==> src/rtl/nibble_pkg.sv <==
// ---------------------------------------------------------------------------
// nibble_pkg
// Shared constants for the nibble sequencer: opcodes, ALU select codes,
// FSM state encoding and small decode helpers used by both the sequencer
// and its decoder.
// ---------------------------------------------------------------------------
package nibble_pkg;

    // Opcodes live in ir[7:4]; ir[3:0] carries the immediate nibble.
    localparam logic [3:0] OP_NOP   = 4'h0;
    localparam logic [3:0] OP_JC    = 4'h1;
    localparam logic [3:0] OP_JNC   = 4'h2;
    localparam logic [3:0] OP_JZ    = 4'h3;
    localparam logic [3:0] OP_JNZ   = 4'h4;
    localparam logic [3:0] OP_JMP   = 4'h5;
    localparam logic [3:0] OP_CMPI  = 4'h6;
    localparam logic [3:0] OP_LIT   = 4'h7;
    localparam logic [3:0] OP_ADDI  = 4'h8;
    localparam logic [3:0] OP_NANDI = 4'h9;
    localparam logic [3:0] OP_OUT   = 4'hA;
    localparam logic [3:0] OP_HLT   = 4'hF;

    // ALU select codes driven on alu_sel.
    localparam logic [2:0] ALU_ST    = 3'd0;
    localparam logic [2:0] ALU_COMPI = 3'd1;
    localparam logic [2:0] ALU_LIT   = 3'd2;
    localparam logic [2:0] ALU_ADDI  = 3'd3;
    localparam logic [2:0] ALU_NANDI = 3'd4;

    // FSM state encoding.
    localparam logic [1:0] ST_FETCH = 2'd0;
    localparam logic [1:0] ST_EXEC  = 2'd1;
    localparam logic [1:0] ST_ADDR  = 2'd2;
    localparam logic [1:0] ST_HALT  = 2'd3;

    // Two-byte instructions: the second byte is the low half of the target.
    function automatic logic is_jump(input logic [3:0] op);
        return (op >= OP_JC) && (op <= OP_JMP);
    endfunction

    // Only the ALU instructions leave meaningful carry/zero flags behind.
    function automatic logic is_alu(input logic [3:0] op);
        return (op >= OP_CMPI) && (op <= OP_NANDI);
    endfunction

    // flags: [0] carry, [1] zero.
    function automatic logic jump_taken(input logic [3:0] op, input logic [1:0] flags);
        logic taken;
        taken = 1'b0;
        case (op)
            OP_JC:   taken = flags[0];
            OP_JNC:  taken = ~flags[0];
            OP_JZ:   taken = flags[1];
            OP_JNZ:  taken = ~flags[1];
            OP_JMP:  taken = 1'b1;
            default: taken = 1'b0;
        endcase
        return taken;
    endfunction

endpackage

==> src/rtl/nibble_decoder.sv <==
// ---------------------------------------------------------------------------
// nibble_decoder
// Purely combinational decode of the instruction register into the ALU and
// bus-driver controls. Everything is forced to zero unless the sequencer is
// actively executing (EXEC state with run high).
//
// Ports:
//   exec_active  in   1  sequencer is in EXEC and run=1
//   ir           in   8  instruction register {opcode, nibble}
//   oprnd        out  4  immediate nibble for the operand bus driver
//   alu_sel      out  3  ALU select code
//   oprnd_en     out  1  operand bus driver enable
//   accu_en      out  1  accumulator enable
//   out_en       out  1  output bus driver enable
// ---------------------------------------------------------------------------
module nibble_decoder
    import nibble_pkg::*;
(
    input  logic       exec_active,
    input  logic [7:0] ir,
    output logic [3:0] oprnd,
    output logic [2:0] alu_sel,
    output logic       oprnd_en,
    output logic       accu_en,
    output logic       out_en
);

    always_comb begin
        // NOTE: every output gets a default before the case so no path can
        // leave one unassigned, which would infer a latch.
        oprnd    = 4'h0;
        alu_sel  = ALU_ST;
        oprnd_en = 1'b0;
        accu_en  = 1'b0;
        out_en   = 1'b0;
        if (exec_active) begin
            case (ir[7:4])
                OP_CMPI: begin
                    // Compare only sets flags; the accumulator keeps its value.
                    alu_sel  = ALU_COMPI;
                    oprnd    = ir[3:0];
                    oprnd_en = 1'b1;
                end
                OP_LIT: begin
                    alu_sel  = ALU_LIT;
                    oprnd    = ir[3:0];
                    oprnd_en = 1'b1;
                    accu_en  = 1'b1;
                end
                OP_ADDI: begin
                    alu_sel  = ALU_ADDI;
                    oprnd    = ir[3:0];
                    oprnd_en = 1'b1;
                    accu_en  = 1'b1;
                end
                OP_NANDI: begin
                    alu_sel  = ALU_NANDI;
                    oprnd    = ir[3:0];
                    oprnd_en = 1'b1;
                    accu_en  = 1'b1;
                end
                OP_OUT: begin
                    alu_sel = ALU_ST;
                    oprnd   = ir[3:0];
                    out_en  = 1'b1;
                end
                // NOP, HLT and the unused opcodes drive nothing.
                OP_NOP, OP_HLT: ;
                default: ;
            endcase
        end
    end

endmodule

==> src/rtl/nibble_sequencer.sv <==
// ---------------------------------------------------------------------------
// nibble_sequencer
// Program sequencer for a 4-bit ALU datapath. Fetches one byte per cycle from
// a combinational program ROM, executes single-byte ALU/OUT instructions in
// one EXEC cycle, and resolves two-byte conditional jumps in one ADDR cycle.
// run=0 freezes all state; HLT parks the machine until reset.
//
// Ports:
//   clock      in   1   rising-edge system clock
//   reset      in   1   asynchronous, active-high reset
//   run        in   1   1 = advance, 0 = stall with state held
//   prog_byte  in   8   ROM data at address pc
//   flags      in   2   ALU flags: [0] carry, [1] zero
//   pc         out  12  program counter / ROM address
//   oprnd      out  4   immediate nibble to operand bus driver
//   alu_sel    out  3   ALU select code
//   oprnd_en   out  1   operand bus driver enable
//   accu_en    out  1   accumulator enable
//   out_en     out  1   output bus driver enable
//   halted     out  1   high while in HALT
// ---------------------------------------------------------------------------
module nibble_sequencer
    import nibble_pkg::*;
(
    input  logic        clock,
    input  logic        reset,
    input  logic        run,
    input  logic [7:0]  prog_byte,
    input  logic [1:0]  flags,
    output logic [11:0] pc,
    output logic [3:0]  oprnd,
    output logic [2:0]  alu_sel,
    output logic        oprnd_en,
    output logic        accu_en,
    output logic        out_en,
    output logic        halted
);

    logic [1:0]  state_q, state_d;
    logic [11:0] pc_q, pc_d;
    logic [7:0]  ir_q, ir_d;
    logic [1:0]  flags_q, flags_d;

    always_comb begin
        state_d = state_q;
        pc_d    = pc_q;
        ir_d    = ir_q;
        flags_d = flags_q;
        if (run) begin
            case (state_q)
                ST_FETCH: begin
                    ir_d    = prog_byte;
                    pc_d    = pc_q + 12'd1;   // wraps 0xFFF -> 0x000
                    state_d = is_jump(prog_byte[7:4]) ? ST_ADDR : ST_EXEC;
                end
                ST_EXEC: begin
                    if (is_alu(ir_q[7:4])) begin
                        flags_d = flags;
                    end
                    state_d = (ir_q[7:4] == OP_HLT) ? ST_HALT : ST_FETCH;
                end
                ST_ADDR: begin
                    // prog_byte here is the low target byte at pc; skipping it
                    // on fall-through also wraps at the top of memory.
                    if (jump_taken(ir_q[7:4], flags_q)) begin
                        pc_d = {ir_q[3:0], prog_byte};
                    end else begin
                        pc_d = pc_q + 12'd1;
                    end
                    state_d = ST_FETCH;
                end
                default: ;  // ST_HALT: hold everything until reset
            endcase
        end
    end

    always_ff @(posedge clock or posedge reset) begin
        if (reset) begin
            state_q <= ST_FETCH;
            pc_q    <= 12'h000;
            ir_q    <= 8'h00;
            flags_q <= 2'b00;
        end else begin
            // NOTE: non-blocking assignments so every flop samples the
            // pre-edge values, independent of statement order.
            state_q <= state_d;
            pc_q    <= pc_d;
            ir_q    <= ir_d;
            flags_q <= flags_d;
        end
    end

    assign pc     = pc_q;
    assign halted = (state_q == ST_HALT);

    nibble_decoder u_decoder (
        .exec_active (run && (state_q == ST_EXEC)),
        .ir          (ir_q),
        .oprnd       (oprnd),
        .alu_sel     (alu_sel),
        .oprnd_en    (oprnd_en),
        .accu_en     (accu_en),
        .out_en      (out_en)
    );

endmodule

==> config.mk <==
export PLATFORM = sky130hd
export DESIGN_NAME = nibble_sequencer
export DESIGN_NICKNAME = d
export VERILOG_FILES = /design/src/rtl/nibble_pkg.sv /design/src/rtl/nibble_decoder.sv /design/src/rtl/nibble_sequencer.sv
export SDC_FILE = /design/constraint.sdc
export NUM_CORES = 1
export LEC_CHECK = 0
export BUFFER_PORTS_ARGS = -buffer_cell sky130_fd_sc_hd__clkbuf_2
export CORE_MARGIN = 2
export CORE_UTILIZATION = 38
export DETAILED_ROUTE_END_ITERATION = 10
export PLACE_DENSITY = 0.58
export SLEW_MARGIN = 15
export SYNTH_ARGS = -nofsm -noshare
export SYNTH_HDL_FRONTEND = slang
export SYNTH_SLANG_ARGS = --single-unit
export TNS_END_PERCENT = 30
==> constraint.sdc <==
create_clock -name clock -period 2.6 [get_ports clock]
set_clock_uncertainty 0.1 [all_clocks]
set_input_delay 0 -clock clock [delete_from_list [all_inputs] [get_ports clock]]
set_output_delay 0 -clock clock [all_outputs]
set_load 0.02 [all_outputs]
==> results.txt, run 1 <==
In the finished design, the share of the clock period the worst path needs comes to 0.7906. The worst endpoint data arrival time is 2.17 ns. The total negative slack came out at 0 ns. The worst register-to-register path ends at pc[10]. The signal on the critical path passes through or4b_1, and4_4, nand3_4, nor4b_1, a311o_1.

After synthesis the netlist holds a flip-flop and latch count of 24. The tree is rooted in a sky130_fd_sc_hd__clkbuf_8. In the final routed layout, each cell accounts on average for 13.80 um. Synthesis produced a netlist with a net count of 180.

The sequential element share of the synthesized area came out at 0.3846. In this run the critical register-to-register path is launched from ir_q[4]. The slack of the worst reg-to-reg path is 0.54 ns. The via count of the first global-routing pass came out at 1248. The row count came out at 23. The number of H-tree levels came out at 1. The hold slack came out at 0.02674 ns. The library cell with the highest instance count after synthesis is sky130_fd_sc_hd__dfrtp_1. For this run, the total global-route usage over all layers was measured as 0.1697.

No sink is reached through more buffers than the 2 on the longest clock path. The area share of the largest cell type after synthesis is 0.3846. The core outline area is 3971 um^2. The worst max-slew margin expressed relative to the limit came out at 0.3709. The worst setup path is launched from a flip-flop.

The commonest cells after synthesis are 24 x sky130_fd_sc_hd__dfrtp_1, 21 x sky130_fd_sc_hd__nand2_1, 13 x sky130_fd_sc_hd__a21oi_1. The data required time of the worst path is 2.72 ns. The floorplan step set the die width to 68.11 um.

The worst stage delay on the critical path came out at 0.50 ns. The clock sink count came out at 24. The number of detailed-routing iterations run before antenna repair is 4. The register clock-pin slew on the reported worst setup and hold paths came out at 0.09 ns. The final layout net count came out at 226. In this run the mean area of a mapped cell was 9.639 um^2.

The max-slew violation count is 0. The via density per instance came out at 5.237. The maximum fanout along the worst path is 25. The number of cells on the worst reg-to-reg path is 5. The number of DRC violations after detailed-routing iteration 0 is 42. The count of final setup violators came out at 0. Yosys mapped a number of flops with a built-in enable equal to 0. STA classifies the critical path endpoint as a flip-flop. The clock latency at the later pin of the worst-skew pair came out at 0.28 ns. The HPWL after detailed placement came out at 2.663 mm. Among all flip-flop cells after synthesis, the most frequent one is sky130_fd_sc_hd__dfrtp_1.

Routability-driven placement finished with a final weighted congestion of 0.8322. The total non-filler cell area in the finished layout came out at 1934 um^2. The areal power density over the cells is 1097 nW/um^2. Ranked by total cell area, the synthesized netlist is headed by sky130_fd_sc_hd__dfrtp_1 38%, sky130_fd_sc_hd__mux2_2 7.2%, sky130_fd_sc_hd__a2bb2oi_2 6.7%, sky130_fd_sc_hd__mux2i_1 5.8%, sky130_fd_sc_hd__nand2_1 5.0%. The hold violation total from the final report came out at 0. The number of synthesis warnings is 0.

The residual antenna-violating net count after detailed routing came out at 0. The slowest stage of the critical path belongs to the cell sky130_fd_sc_hd__dfrtp_1. The TritonCTS clock tree is built. By startpoint and endpoint, the worst setup path is classified as reg -> reg. The count of fill cells added during filler insertion is 393. The fraction of final layout cells with drive strength greater than 1 came out at 0.2850. The number of unique standard cell types used by synthesis is 35.

0 antenna diodes ended up in the layout. The global-route wire length before repair came out at 5.878 mm. Setup repair after global routing left no endpoint under its margin.

The critical path ends at pc[10]. The number of antenna violations at the first check in global routing came out at 0. The total cell area at the placement stage is 1753 um^2. sky130_fd_sc_hd__dfrtp_1 takes more of the synthesized area than any other cell. Across the VDD grid, the largest voltage drop is 0.0003937 V. The die height is 68.11 um. The count of buffers from port buffering came out at 35. The post-detailed-route DRC marker count came out at 0. Total power for the finished layout comes to 2.122 mW.

The top-level I/O count came out at 36. In this run the worst hold path is classified as in -> reg. Across the run, the number of max-cap violations was 0. The cell count after synthesis is 162. The routed design could run at a clock period as short as 2.056 ns. The number of vias in the routed layout came out at 1346. The worst-margin pin slew is 0.9426 ns. The total CTS buffers came out at 3. The overflow left after global routing came out at 0. The wire length reported by the detailed router is 3.547 mm.

The full die area came out at 4638 um^2. The share of async-settable or async-resettable flops after synthesis came out at 1.000. The leakage power figure came out at 0.9176 nW.

The most critical setup path has its startpoint at ir_q[4]. The starting utilization of the core area came out at 0.3932. Summing every instance area after synthesis gives 1561 um^2. The run finished with clean final reports. The area growth from synthesis to layout is 23.88%.

The maximum number of pins on one net before global-route repair is 26. The maximum clock frequency is 486.5 MHz.
[timing repair]
action                    4_1_cts  5_1_grt
buffers inserted                0        0
hold buffers                   11        0
hold endpoints to repair       41        0
gates resized for setup         0        0
[stage by stage]
stage / instances / utilization / setup slack [ns]
2_1_floorplan: 162 / - / 0.7547
3_3_place_gp: 242 / 0.4414 / 0.6207
3_5_place_dp: 242 / 0.4414 / 0.5603
4_1_cts: 257 / 0.4871 / 0.5571
5_1_grt: 257 / 0.4871 / 0.4288
6_report: 257 / 0.4871 / 0.5444
[cell usage in the layout (no fill, tap or decap), types with 2 or more instances in the layout]
cell / n
sky130_fd_sc_hd__clkbuf_2: 35
sky130_fd_sc_hd__dfrtp_1: 24
sky130_fd_sc_hd__nand2_1: 21
sky130_fd_sc_hd__a21oi_1: 13
sky130_fd_sc_hd__inv_1: 11
sky130_fd_sc_hd__dlygate4sd3_1: 11
sky130_fd_sc_hd__mux2_2: 10
sky130_fd_sc_hd__mux2i_1: 9
sky130_fd_sc_hd__nor2_1: 9
sky130_fd_sc_hd__nand3_1: 7
sky130_fd_sc_hd__a2bb2oi_2: 7
sky130_fd_sc_hd__nand4_1: 5
sky130_fd_sc_hd__ha_1: 5
sky130_fd_sc_hd__o21ai_1: 4
sky130_fd_sc_hd__o21ai_0: 4
sky130_fd_sc_hd__and2_1: 4
sky130_fd_sc_hd__clkbuf_8: 3
sky130_fd_sc_hd__nor2b_1: 2
sky130_fd_sc_hd__nor3_1: 2
sky130_fd_sc_hd__nand2b_1: 2
sky130_fd_sc_hd__and3_1: 2
sky130_fd_sc_hd__nor4b_1: 2
sky130_fd_sc_hd__a311o_1: 2
[state kept, by name, summed over array words and instances, names as in the netlist]
register and cells:
state_q 2, ir_q 8, pc 12, flags_q 2
[layer usage]
layer  share of wire  GRT usage
met2            0.49     0.2718
met3           0.017    0.02467
met4           0.011    0.05250
met1            0.48     0.2357
met5               0          0
[power breakdown]
| part | total [mW] | internal (mW) | switching (mW) | leakage [nW] |
|---|---|---|---|---|
| combinational | 0.999 | 0.453 | 0.546 | 0.600 |
| clock | 0.338 | 0.206 | 0.132 | 0.0357 |
| sequential | 0.785 | 0.546 | 0.239 | 0.282 |
[worst min-delay path by stage]
stage | from | to | cells past startpoint
3_3_place_gp | flags[1] | flags_q[1] | 2
2_1_floorplan | reset | flags_q[0] | 1
6_report | run | state_q[0] | 3
5_1_grt | run | state_q[0] | 3
4_1_cts | run | state_q[0] | 3
3_5_place_dp | flags[1] | flags_q[1] | 2
[cell type report]
type / count / area, um^2 / area share
Clock buffer: 3 / 41.29 / 0.02135
Clock inverter: 1 / 30.03 / 0.01552
Inverter: 11 / 41.29 / 0.02135
Multi-Input combinational cell: 121 / 865.8 / 0.4476
Sequential cell: 24 / 600.6 / 0.3105
Tap cell: 50 / 62.56 / 0.03234
Timing Repair Buffer: 47 / 292.8 / 0.1514
[cell families after synthesis]
family / count (synthesis) / synth area share
flip-flops: 24 / 0.3846
AND/OR/NAND/NOR: 61 / 0.2067
multiplexers: 19 / 0.1298
AO/OA/AOI/OAI: 36 / 0.1779
buffers and inverters: 17 / 0.06090
adder cells (fa/ha/maj): 5 / 0.04006
[critical path, delay by kind of cell (launching register included)]
family	cells	cell delay, ns
AO/OA/AOI/OAI	1	0.17
flip-flops	1	0.50
AND/OR/NAND/NOR	4	1.24
Note: power is estimated with default switching activity, not from simulation.
==> run 2: changes to the inputs <==
--- a/config.mk
+++ b/config.mk
@@ -9,7 +9,7 @@
 export CORE_MARGIN = 2
 export CORE_UTILIZATION = 38
 export DETAILED_ROUTE_END_ITERATION = 10
-export PLACE_DENSITY = 0.58
+export PLACE_DENSITY = 0.6
 export SLEW_MARGIN = 15
 export SYNTH_ARGS = -nofsm -noshare
 export SYNTH_HDL_FRONTEND = slang
==> constraint.sdc (replaced) <==
create_clock -name clock -period 1.8 [get_ports clock]
set_clock_uncertainty 0.1 [all_clocks]
set_input_delay 0 -clock clock [delete_from_list [all_inputs] [get_ports clock]]
set_output_delay 0 -clock clock [all_outputs]
set_load 0.02 [all_outputs]
==> results.txt, run 2 (synthesis results as in run 1) <==
The via density per instance came to 5.349 (was 5.237). The top-level I/O count came out at 36 (unchanged). The register clock-pin slew on the reported worst setup and hold paths came out at 0.08 ns (was 0.09 ns).

The area growth from synthesis to layout came to 38.30% (was 23.88%). Outcome: finished, violations left (was complete, no violations). The worst max-slew margin expressed relative to the limit came out at 0.7547 (was 0.3709).

The portion of total power attributed to the clock network came to 0.108 (was 0.159). The full die area is 4638 um^2 (unchanged). The hold violation total from the final report came out at 0 (unchanged).

The starting utilization of the core area is 0.3932 (unchanged). The start-to-end type of the worst setup path is reg -> reg (unchanged). The detailed-route wire length on metal 1 was 1.747 mm (was 1.697 mm). The placed cell count came out at 260 (was 242).

The count of placed standard cells in the final layout, fillers left out came out at 278 (was 257). The most common cell after layout, fill and taps aside is sky130_fd_sc_hd__clkbuf_2 (unchanged). The maximum fanout along the worst path came out at 10 (was 25).

The buffer levels on the longest clock path came out at 2 (unchanged). The checks that failed: negative setup slack. The net switching power figure is 1.477 mW (was 916.7 uW).

The clock latency at the later pin of the worst-skew pair came to 0.26 ns (was 0.28 ns). The wire length reported by the detailed router came out at 4.157 mm (was 3.547 mm). The total CTS buffers was 3 (unchanged). The combinational group share of total power is 0.574 (was 0.471). The sequential cell fraction of total power came out at 0.318 (was 0.370). The fraction of final layout cells with drive strength greater than 1 is 0.4079 (was 0.2850). The areal power density over the cells was 1553 nW/um^2 (was 1097 nW/um^2). The overflow left after global routing came out at 0 (unchanged).

The internal cell power came out at 1.877 mW (was 1.205 mW). The total non-filler cell area in the finished layout is 2160 um^2 (was 1934 um^2). The flip-flop count of the largest register after layout is 12 (unchanged). The worst supply voltage drop on vdd is 0.0007799 V (was 0.0003937 V). The endpoint type of the worst setup path is a flip-flop (unchanged).

The clock tree root driver cell is sky130_fd_sc_hd__clkbuf_8 (unchanged). The leakage power figure was 0.9928 nW (was 0.9176 nW). The global router's overall resource usage came out at 0.1998 (was 0.1697). The total cell area at the placement stage came out at 1901 um^2 (was 1753 um^2). The max-capacitance violation count came out at 0 (unchanged). Setup repair after global routing missed its margin: true (was false).

The routed length per instance came to 14.95 um (was 13.80 um). The post-route total power is 3.354 mW (was 2.122 mW). The number of vias in the routed layout came out at 1487 (was 1346). The maximum number of pins on one net before global-route repair came out at 25 (was 26).

The TritonCTS clock tree is built (unchanged). The maximum clock frequency came out at 533.4 MHz (was 486.5 MHz). The final critical delay including setup and external delays came out at 1.875 ns (was 2.056 ns). The max-slew violation count came out at 0 (unchanged). The count of final setup violators was 10 (was 0).

The via count of the first global-routing pass came to 1516 (was 1248). The core outline area came out at 3971 um^2 (unchanged). The worst min-delay path class is in -> reg (unchanged). The hold slack is 0.09192 ns (was 0.02674 ns). The width of the die is 68.11 um (unchanged). The launching element type of the critical path is a flip-flop (unchanged).

Most frequent cells in the layout: 34 x sky130_fd_sc_hd__clkbuf_2, 24 x sky130_fd_sc_hd__dfrtp_1, 21 x sky130_fd_sc_hd__nand2_1, 21 x sky130_fd_sc_hd__buf_4, 12 x sky130_fd_sc_hd__a21oi_1 (was 35 x sky130_fd_sc_hd__clkbuf_2, 24 x sky130_fd_sc_hd__dfrtp_1, 21 x sky130_fd_sc_hd__nand2_1, 13 x sky130_fd_sc_hd__a21oi_1). The final period utilization came out at 1.042 (was 0.7906). The number of H-tree levels came to 1 (unchanged).

The global-route wire length before repair came out at 6.927 mm (was 5.878 mm). The final weighted congestion of routability-driven global placement came out at 0.7973 (was 0.8322). The number of DRC violations after detailed-routing iteration 0 is 66 (was 42). The row count came out at 23 (unchanged).

The number of diodes is 0 (unchanged). The die height is 68.11 um (unchanged). The worst-margin pin slew came out at 0.3671 ns (was 0.9426 ns). The residual antenna-violating net count after detailed routing came out at 0 (unchanged). The number of antenna violations at the first check in global routing is 0 (unchanged). The setup slack after layout came out at -0.07481 ns (was 0.5444 ns). The worst endpoint data arrival time is 1.98 ns (was 2.17 ns). The sum of met3 wire segment lengths after detailed routing was 136 um (was 60 um). The count of buffers from port buffering came out at 35 (unchanged).

The final layout net count came out at 247 (was 226). The clock sink count is 24 (unchanged). The HPWL after detailed placement is 3.155 mm (was 2.663 mm). The wire length on met2 is 2.230 mm (was 1.751 mm). The uppermost layer routed is met4 (unchanged). The count of fill cells added during filler insertion came to 373 (was 393).

The data required time of the worst path came out at 1.91 ns (was 2.72 ns). The post-detailed-route DRC marker count came to 0 (unchanged). The net switching share of the total power is 0.4405 (was 0.4320).

The number of detailed-routing iterations run before antenna repair came out at 4 (unchanged).
[run 2: cell types whose count changed in the layout (fill, tap and decap cells not counted), sizes merged]
| cell | before | now |
|---|---|---|
| buf | 1 | 22 |
| nand3 | 8 | 9 |
| bufinv | 1 | 0 |
[run 2: layout make-up]
class	instances	area [um^2]	area share
clock buffers	4	55.05	0.02549
inverters	11	41.29	0.01912
multi-input cells	122	942.2	0.4363
flip-flops and latches	24	600.6	0.2781
well taps	50	62.56	0.02897
repair buffers	67	457.9	0.2121
[run 2: final timing paths]
| path | start | slack, ns | cells past startpoint | to |
|---|---|---|---|---|
| min reg2reg | ir_q[0] | 0.46 | 1 | ir_q[0] |
| min in group asynchronous | reset | 0.20 | 4 | state_q[0] |
| min | run | 0.09 | 3 | state_q[0] |
| max | flags_q[1] | -0.07 | 6 | pc[6] |
| max in group asynchronous | reset | 1.17 | 4 | ir_q[5] |
| max reg2reg | flags_q[1] | -0.07 | 6 | pc[6] |
[run 2: what timing repair did]
item / CTS / global route
setup buffers: 2 / 0
resized for setup: 7 / 11
hold endpoints to repair: 38 / 0
pin swaps: 2 / 1
hold buffers: 11 / 0
endpoints found under the setup margin: 14 / 18
cloned: 1 / 0
[run 2: worst max-delay path, cell delays in order, from the launching register on]
cell	delay (ns)
sky130_fd_sc_hd__dfrtp_1	0.38
sky130_fd_sc_hd__or4b_1	0.51
sky130_fd_sc_hd__and4_4	0.18
sky130_fd_sc_hd__nand3_4	0.10
sky130_fd_sc_hd__buf_12	0.16
sky130_fd_sc_hd__mux2i_1	0.22
sky130_fd_sc_hd__o22a_1	0.16
[run 2: power groups by stage]
stage | sequential [mW] | clock, mW | combinational [mW]
2_1_floorplan | 1.16 | 0 | 1.05
3_3_place_gp | 1.05 | 0 | 1.71
3_5_place_dp | 1.07 | 0 | 1.79
4_1_cts | 1.06 | 0.377 | 1.89
5_1_grt | 1.11 | 0.390 | 2.11
6_report | 1.07 | 0.362 | 1.92
[run 2: per-layer routing]
layer	vias to the layer above	track usage
li1	715	-
met1	739	0.2420
met2	29	0.3604
met3	4	0.03947
met4	0	0.05000
met5	-	0
[run 2: stage by stage]
stage | util | TNS [ns] | worst slack [ns]
2_1_floorplan | - | 0 | 0.01227
3_3_place_gp | 0.4786 | -0.09345 | -0.02262
3_5_place_dp | 0.4786 | -0.3496 | -0.07985
4_1_cts | 0.5337 | -0.2662 | -0.04423
5_1_grt | 0.5438 | -0.9869 | -0.1323
6_report | 0.5438 | -0.3597 | -0.07481
